$ cat src/rtl/dmem_pkg.sv
// Shared definitions for the data-memory port arbiter: FSM encodings,
// port identifiers, default geometry and the request error check.
package dmem_pkg;

  localparam int ADDR_W_DEF    = 64;
  localparam int DATA_W_DEF    = 64;
  localparam int MEM_BYTES_DEF = 1024;

  localparam logic PORT_CPU = 1'b0;
  localparam logic PORT_DMA = 1'b1;

  typedef enum logic [1:0] {
    ST_IDLE   = 2'd0,
    ST_ACCESS = 2'd1,
    ST_WAIT   = 2'd2,
    ST_RESP   = 2'd3
  } state_t;

  // A request is bad if it would run past the end of memory (any upper
  // address bit set counts) or, when checking is on, is not word aligned.
  function automatic logic addr_err(
    input logic [63:0] addr,
    input logic [63:0] last_legal,
    input logic [63:0] align_mask,
    input logic        align_chk
  );
    return (addr > last_legal) || (align_chk && ((addr & align_mask) != 64'd0));
  endfunction

  // One-hot response/grant vector for a single port id.
  function automatic logic [1:0] port_onehot(input logic id);
    return {id, ~id};
  endfunction

endpackage

$ cat src/rtl/dmem_rr_arb.sv
// Two-way grant logic. A lone requester always wins; on a tie the grant
// goes to the port that was not served last (round-robin) or always to
// the CPU port (fixed priority).
module dmem_rr_arb
  import dmem_pkg::*;
#(
  parameter int ARB_RR = 1
) (
  input  logic [1:0] valid,
  input  logic       last_grant,
  output logic [1:0] grant
);

  // Tie-break between the two ports; single requests pass straight through.
  always_comb begin
    grant = 2'b00;
    if (valid[PORT_CPU] && valid[PORT_DMA]) begin
      if ((ARB_RR != 0) && (last_grant == PORT_CPU)) begin
        grant[PORT_DMA] = 1'b1;
      end else begin
        grant[PORT_CPU] = 1'b1;
      end
    end else begin
      grant = valid;
    end
  end

endmodule

$ cat src/rtl/dmem_port_arbiter.sv
// Shares one single-port data memory between the CPU load/store stage and
// the DMA/debug loader. One access is in flight at a time; the FSM drives
// the memory strobes, waits out the read latency and returns a tagged,
// single-cycle response to the port that owns the access.
module dmem_port_arbiter
  import dmem_pkg::*;
#(
  parameter int ADDR_W    = ADDR_W_DEF,
  parameter int DATA_W    = DATA_W_DEF,
  parameter int MEM_BYTES = MEM_BYTES_DEF,
  parameter int ARB_RR    = 1,
  parameter int ALIGN_CHK = 1
) (
  input  logic              i_clk,
  input  logic              i_rst,
  input  logic [1:0]        i_req_valid,
  input  logic [1:0]        i_req_we,
  input  logic [ADDR_W-1:0] i_req_addr0,
  input  logic [ADDR_W-1:0] i_req_addr1,
  input  logic [DATA_W-1:0] i_req_wdata0,
  input  logic [DATA_W-1:0] i_req_wdata1,
  output logic [1:0]        o_req_ready,
  output logic [1:0]        o_rsp_valid,
  output logic [DATA_W-1:0] o_rsp_rdata,
  output logic              o_rsp_err,
  output logic [ADDR_W-1:0] o_mem_addr,
  output logic [DATA_W-1:0] o_mem_wdata,
  output logic              o_mem_read,
  output logic              o_mem_write,
  input  logic [DATA_W-1:0] i_mem_rdata,
  output logic              o_busy
);

  localparam int          BYTES      = DATA_W / 8;
  localparam logic [63:0] LAST_LEGAL = 64'(MEM_BYTES - BYTES);
  localparam logic [63:0] ALIGN_MASK = 64'(BYTES - 1);

  state_t            state_reg;
  logic              last_grant_reg;
  logic              req_id_reg;
  logic              req_we_reg;
  logic [1:0]        rsp_valid_reg;
  logic [DATA_W-1:0] rsp_rdata_reg;
  logic              rsp_err_reg;
  logic [ADDR_W-1:0] mem_addr_reg;
  logic [DATA_W-1:0] mem_wdata_reg;
  logic              mem_read_reg;
  logic              mem_write_reg;

  logic [1:0]        grant;
  logic              accept;
  logic              sel_id;
  logic              sel_we;
  logic              sel_err;
  logic [ADDR_W-1:0] sel_addr;
  logic [DATA_W-1:0] sel_wdata;

  dmem_rr_arb #(
    .ARB_RR (ARB_RR)
  ) u_arb (
    .valid      (i_req_valid),
    .last_grant (last_grant_reg),
    .grant      (grant)
  );

  // Ready is combinational so the winner transfers in the same IDLE cycle.
  assign o_req_ready = (state_reg == ST_IDLE) ? grant : 2'b00;
  assign accept      = |(i_req_valid & o_req_ready);
  assign sel_id      = o_req_ready[PORT_DMA];
  assign sel_we      = i_req_we[sel_id];
  assign sel_addr    = sel_id ? i_req_addr1  : i_req_addr0;
  assign sel_wdata   = sel_id ? i_req_wdata1 : i_req_wdata0;
  assign sel_err     = addr_err(64'(sel_addr), LAST_LEGAL, ALIGN_MASK, ALIGN_CHK != 0);

  // Access sequencer: accept/latch, strobe memory, wait for read data, respond.
  always_ff @(posedge i_clk) begin
    if (i_rst) begin
      state_reg      <= ST_IDLE;
      last_grant_reg <= PORT_DMA;
      req_id_reg     <= PORT_CPU;
      req_we_reg     <= 1'b0;
      rsp_valid_reg  <= 2'b00;
      rsp_rdata_reg  <= '0;
      rsp_err_reg    <= 1'b0;
      mem_addr_reg   <= '0;
      mem_wdata_reg  <= '0;
      mem_read_reg   <= 1'b0;
      mem_write_reg  <= 1'b0;
    end else begin
      // Strobes and responses are single-cycle pulses unless set below.
      rsp_valid_reg <= 2'b00;
      rsp_rdata_reg <= '0;
      rsp_err_reg   <= 1'b0;
      mem_read_reg  <= 1'b0;
      mem_write_reg <= 1'b0;
      case (state_reg)
        ST_IDLE: begin
          if (accept) begin
            req_id_reg     <= sel_id;
            req_we_reg     <= sel_we;
            last_grant_reg <= sel_id;
            if (sel_err) begin
              // Bad requests never touch memory; answer on the next cycle.
              state_reg     <= ST_RESP;
              rsp_valid_reg <= port_onehot(sel_id);
              rsp_err_reg   <= 1'b1;
            end else begin
              state_reg     <= ST_ACCESS;
              mem_addr_reg  <= sel_addr;
              mem_wdata_reg <= sel_wdata;
              mem_read_reg  <= ~sel_we;
              mem_write_reg <= sel_we;
            end
          end
        end
        ST_ACCESS: begin
          if (req_we_reg) begin
            state_reg     <= ST_RESP;
            rsp_valid_reg <= port_onehot(req_id_reg);
          end else begin
            state_reg <= ST_WAIT;
          end
        end
        ST_WAIT: begin
          // Memory presents the registered read result during this cycle.
          state_reg     <= ST_RESP;
          rsp_valid_reg <= port_onehot(req_id_reg);
          rsp_rdata_reg <= i_mem_rdata;
        end
        ST_RESP: begin
          state_reg <= ST_IDLE;
        end
        default: begin
          state_reg <= ST_IDLE;
        end
      endcase
    end
  end

  assign o_rsp_valid = rsp_valid_reg;
  assign o_rsp_rdata = rsp_rdata_reg;
  assign o_rsp_err   = rsp_err_reg;
  assign o_mem_addr  = mem_addr_reg;
  assign o_mem_wdata = mem_wdata_reg;
  assign o_mem_read  = mem_read_reg;
  assign o_mem_write = mem_write_reg;
  assign o_busy      = (state_reg != ST_IDLE);

endmodule

$ cat config.mk
export PLATFORM = sky130hd
export DESIGN_NAME = dmem_port_arbiter
export DESIGN_NICKNAME = d
export VERILOG_FILES = /design/src/rtl/dmem_pkg.sv /design/src/rtl/dmem_rr_arb.sv /design/src/rtl/dmem_port_arbiter.sv
export SDC_FILE = /design/constraint.sdc
export NUM_CORES = 1
export LEC_CHECK = 0
export ABC_AREA = 1
export CAP_MARGIN = 15
export CORE_AREA = 2 2 207 209
export CTS_CLUSTER_DIAMETER = 40
export DETAILED_ROUTE_END_ITERATION = 10
export DIE_AREA = 0 0 209 211
export HOLD_SLACK_MARGIN = 0.12
export PLACE_DENSITY = 0.63
export SYNTH_ARGS = -nofsm -noshare
export SYNTH_HDL_FRONTEND = slang
export SYNTH_SLANG_ARGS = --single-unit
$ cat constraint.sdc
create_clock -name i_clk -period 2.91 [get_ports i_clk]
set_input_delay 0.7275 -clock i_clk [delete_from_list [all_inputs] [get_ports i_clk]]
set_output_delay 0.7275 -clock i_clk [all_outputs]
set_load 0.05 [all_outputs]
==> out/metrics.yaml <==
status: "finished clean"
postPlaceCellArea_um2: 15580
clock-root-buffer: "clkbuf_16"
antenna_found_initial: 1
clk_pin_slew_ns: 0.05
syn_inst: 1552
startpoint_type: "input port"
drv_slew: 0
cp-end-kind: "output pin"
wl_met3_um: 3357
initial_utilization: 0.2278
whs_ns: 0.4353
fp.dieW_um: 209
hold_buffers: 0
drc: 0
cts_tree: "built"
drt-pass1-iter-count: 5
finalPower_mw: 10.73
finClkSkew_ns: 0.01984
num_rows: 75
synth_top_area_share: 0.4252
critPathKind: "input port to output pin"
grt_start_max_net_pins: 75
syn_nets: 1883
intPower_mw: 7.254
grtUsageTotal: 0.1622
drt-met1-wl_um: 14450
yosys_warnings: 0
via_per_inst: 4.024
combPwrFrac: 0.297
coreArea_um2: 41760
slew_headroom: 0.5197
vdd_ir_drop_max_v: 0.0004738
wire_per_inst_um: 13.77
clk_latency_ns: 0.54
p_clk_frac: 0.425
grt_overflow_total: 0
highest_layer: "met4"
num_io_pins: 526
io_buffers: 525
clock.fmax_mhz: 347.4
post-dp-hpwl_um: 27920
drtAntennaViolNets: 0
arrival_ns: 2.15
clkSinkCount: 202
nets: 2424
cts_buffer_depth: 3
grt_pass1_wl_um: 56060
worst_slack_ns: 0.03167
pwr-share-seq: 0.278
most-common-layout-cells: "nand2_1, clkdlybuf4s50_1, nor2_1"
via_count: 10705
htree_levels: 2
numCtsBuffers: 37
switching_share: 0.3240
drt_iter0_drc: 434
yosysTopAreaCell: "dfxtp_1"
grt_pass1_vias: 10728
cap_violations: 0
worstPathMaxFanout: 17
met2WireLength_um: 17470
avgSynthCellArea_um2: 6.129
layout-area-overhead-vs-synth_pct: 80.23
die_area_um2: 44100
num_antenna_cells: 0
setup_viol: 0
finalSetupTns_ns: 0
drt_wl_total_um: 36630
rsz0062_at_grt: "false"
power.leakage_nw: 8.350
powerDensity_nw_per_um2: 625.9
yosysSeqAreaShare: 0.4252
finalCritPeriodShare: 0.9891
hp-class: "flop to flop"
switchingPower_mw: 3.476
syn_area_um2: 9512
layout-drive-gt1-share: 0.07166
cp.required_ns: 2.18
ys_seq_elements: 202
ys_types: 26
globalplace.congestion: 0.8919
timing.final.crit_period_ns: 2.878
die_y_um: 211
tightest_slew_ns: 0.7205
synth_area_leaders: "dfxtp_1, nand2_1, nor2_1"
pre_cts_ws_ns: -0.5061
final_cell_area_um2: 17140
reg2reg_slack_ns: 0.21
hold_viol: 0
final_common_cell: "nand2_1"
## worst paths after layout
kind | from | endpoint | cells after the start
worst max-delay path | i_req_valid[1] | o_req_ready[1] | 7
worst min register to register | o_mem_addr[13] | o_mem_addr[13] | 2
worst max register to register | state_reg[0] | o_mem_wdata[35] | 19
worst min-delay path | o_mem_addr[13] | o_mem_addr[13] | 2
## timing repair
action	4_1_cts	5_1_grt
gates cloned	3	0
endpoints found under the setup margin	12	128
buffers inserted	6	3
resized for setup	4	12
pin swaps	1	3
## per-layer routing
layer | track usage | vias to the layer above
met5 | 0 | -
met4 | 0.06872 | 0
met3 | 0.06021 | 73
met2 | 0.2874 | 438
met1 | 0.1735 | 4620
li1 | - | 5574
## worst max-delay path, cell delays in order
cell	delay, ns
clkdlybuf4s50_1	0.48
nand2_1	0.08
buf_4	0.14
nor2_4	0.21
buf_12	0.16
buf_16	0.16
buf_12	0.15
## logic make-up (layout without fill, tap and decap cells)
| family | Yosys count | count (layout) | share of synthesized area |
|---|---|---|---|
| muxes | 7 | 7 | 0.007367 |
| DFF | 202 | 202 | 0.4252 |
| and+or+nand+nor | 1003 | 1003 | 0.4129 |
| AOI/OAI and AO/OA | 19 | 19 | 0.01052 |
| adders and majority gates | 5 | 5 | 0.006577 |
| buffers and inverters | 316 | 885 | 0.1375 |
## Yosys cell counts
library cell,n
nor3_1,1
nor2_4,1
a21oi_1,6
o21ai_1,4
nand2_2,1
nor2_2,1
o21ai_0,7
buf_2,28
dfxtp_1,202
o211ai_1,2
inv_1,235
clkbuf_1,35
nand3_1,35
nor2_1,302
nand3_2,1
nor4_1,1
ha_1,5
buf_1,3
buf_6,9
nand2_1,634
buf_4,5
nand3b_1,22
nor3_2,1
mux2i_1,7
inv_2,1
or2_2,3
## power by group through the flow
stage | Clock, mW | Combinational, mW | Sequential (mW)
after floorplan | 0 | 1.31 | 3.44
after global placement | 0 | 2.99 | 3.02
after detailed placement | 0 | 3.01 | 3.03
after CTS | 4.72 | 3.19 | 2.97
after global routing | 4.85 | 3.48 | 2.99
final | 4.56 | 3.19 | 2.98
## per-stage QoR
step / instances / utilization
final: 2660 / 0.4105
after global routing: 2660 / 0.4105
after CTS: 2657 / 0.4094
after detailed placement: 2582 / 0.3731
after global placement: 2582 / 0.3731
after floorplan: 1552 / -
## layout make-up
| type | instances | area [µm²] |
|---|---|---|
| flip-flops and latches | 202 | 4046 |
| repair buffers | 582 | 5978 |
| inverters | 236 | 885.9 |
| clock buffers | 45 | 1026 |
| well taps | 539 | 674.4 |
| multi-input cells | 1034 | 4205 |
| fillers | 4195 | 24620 |
| clock inverters | 22 | 326.6 |
Power figures use the tool's default switching activity.
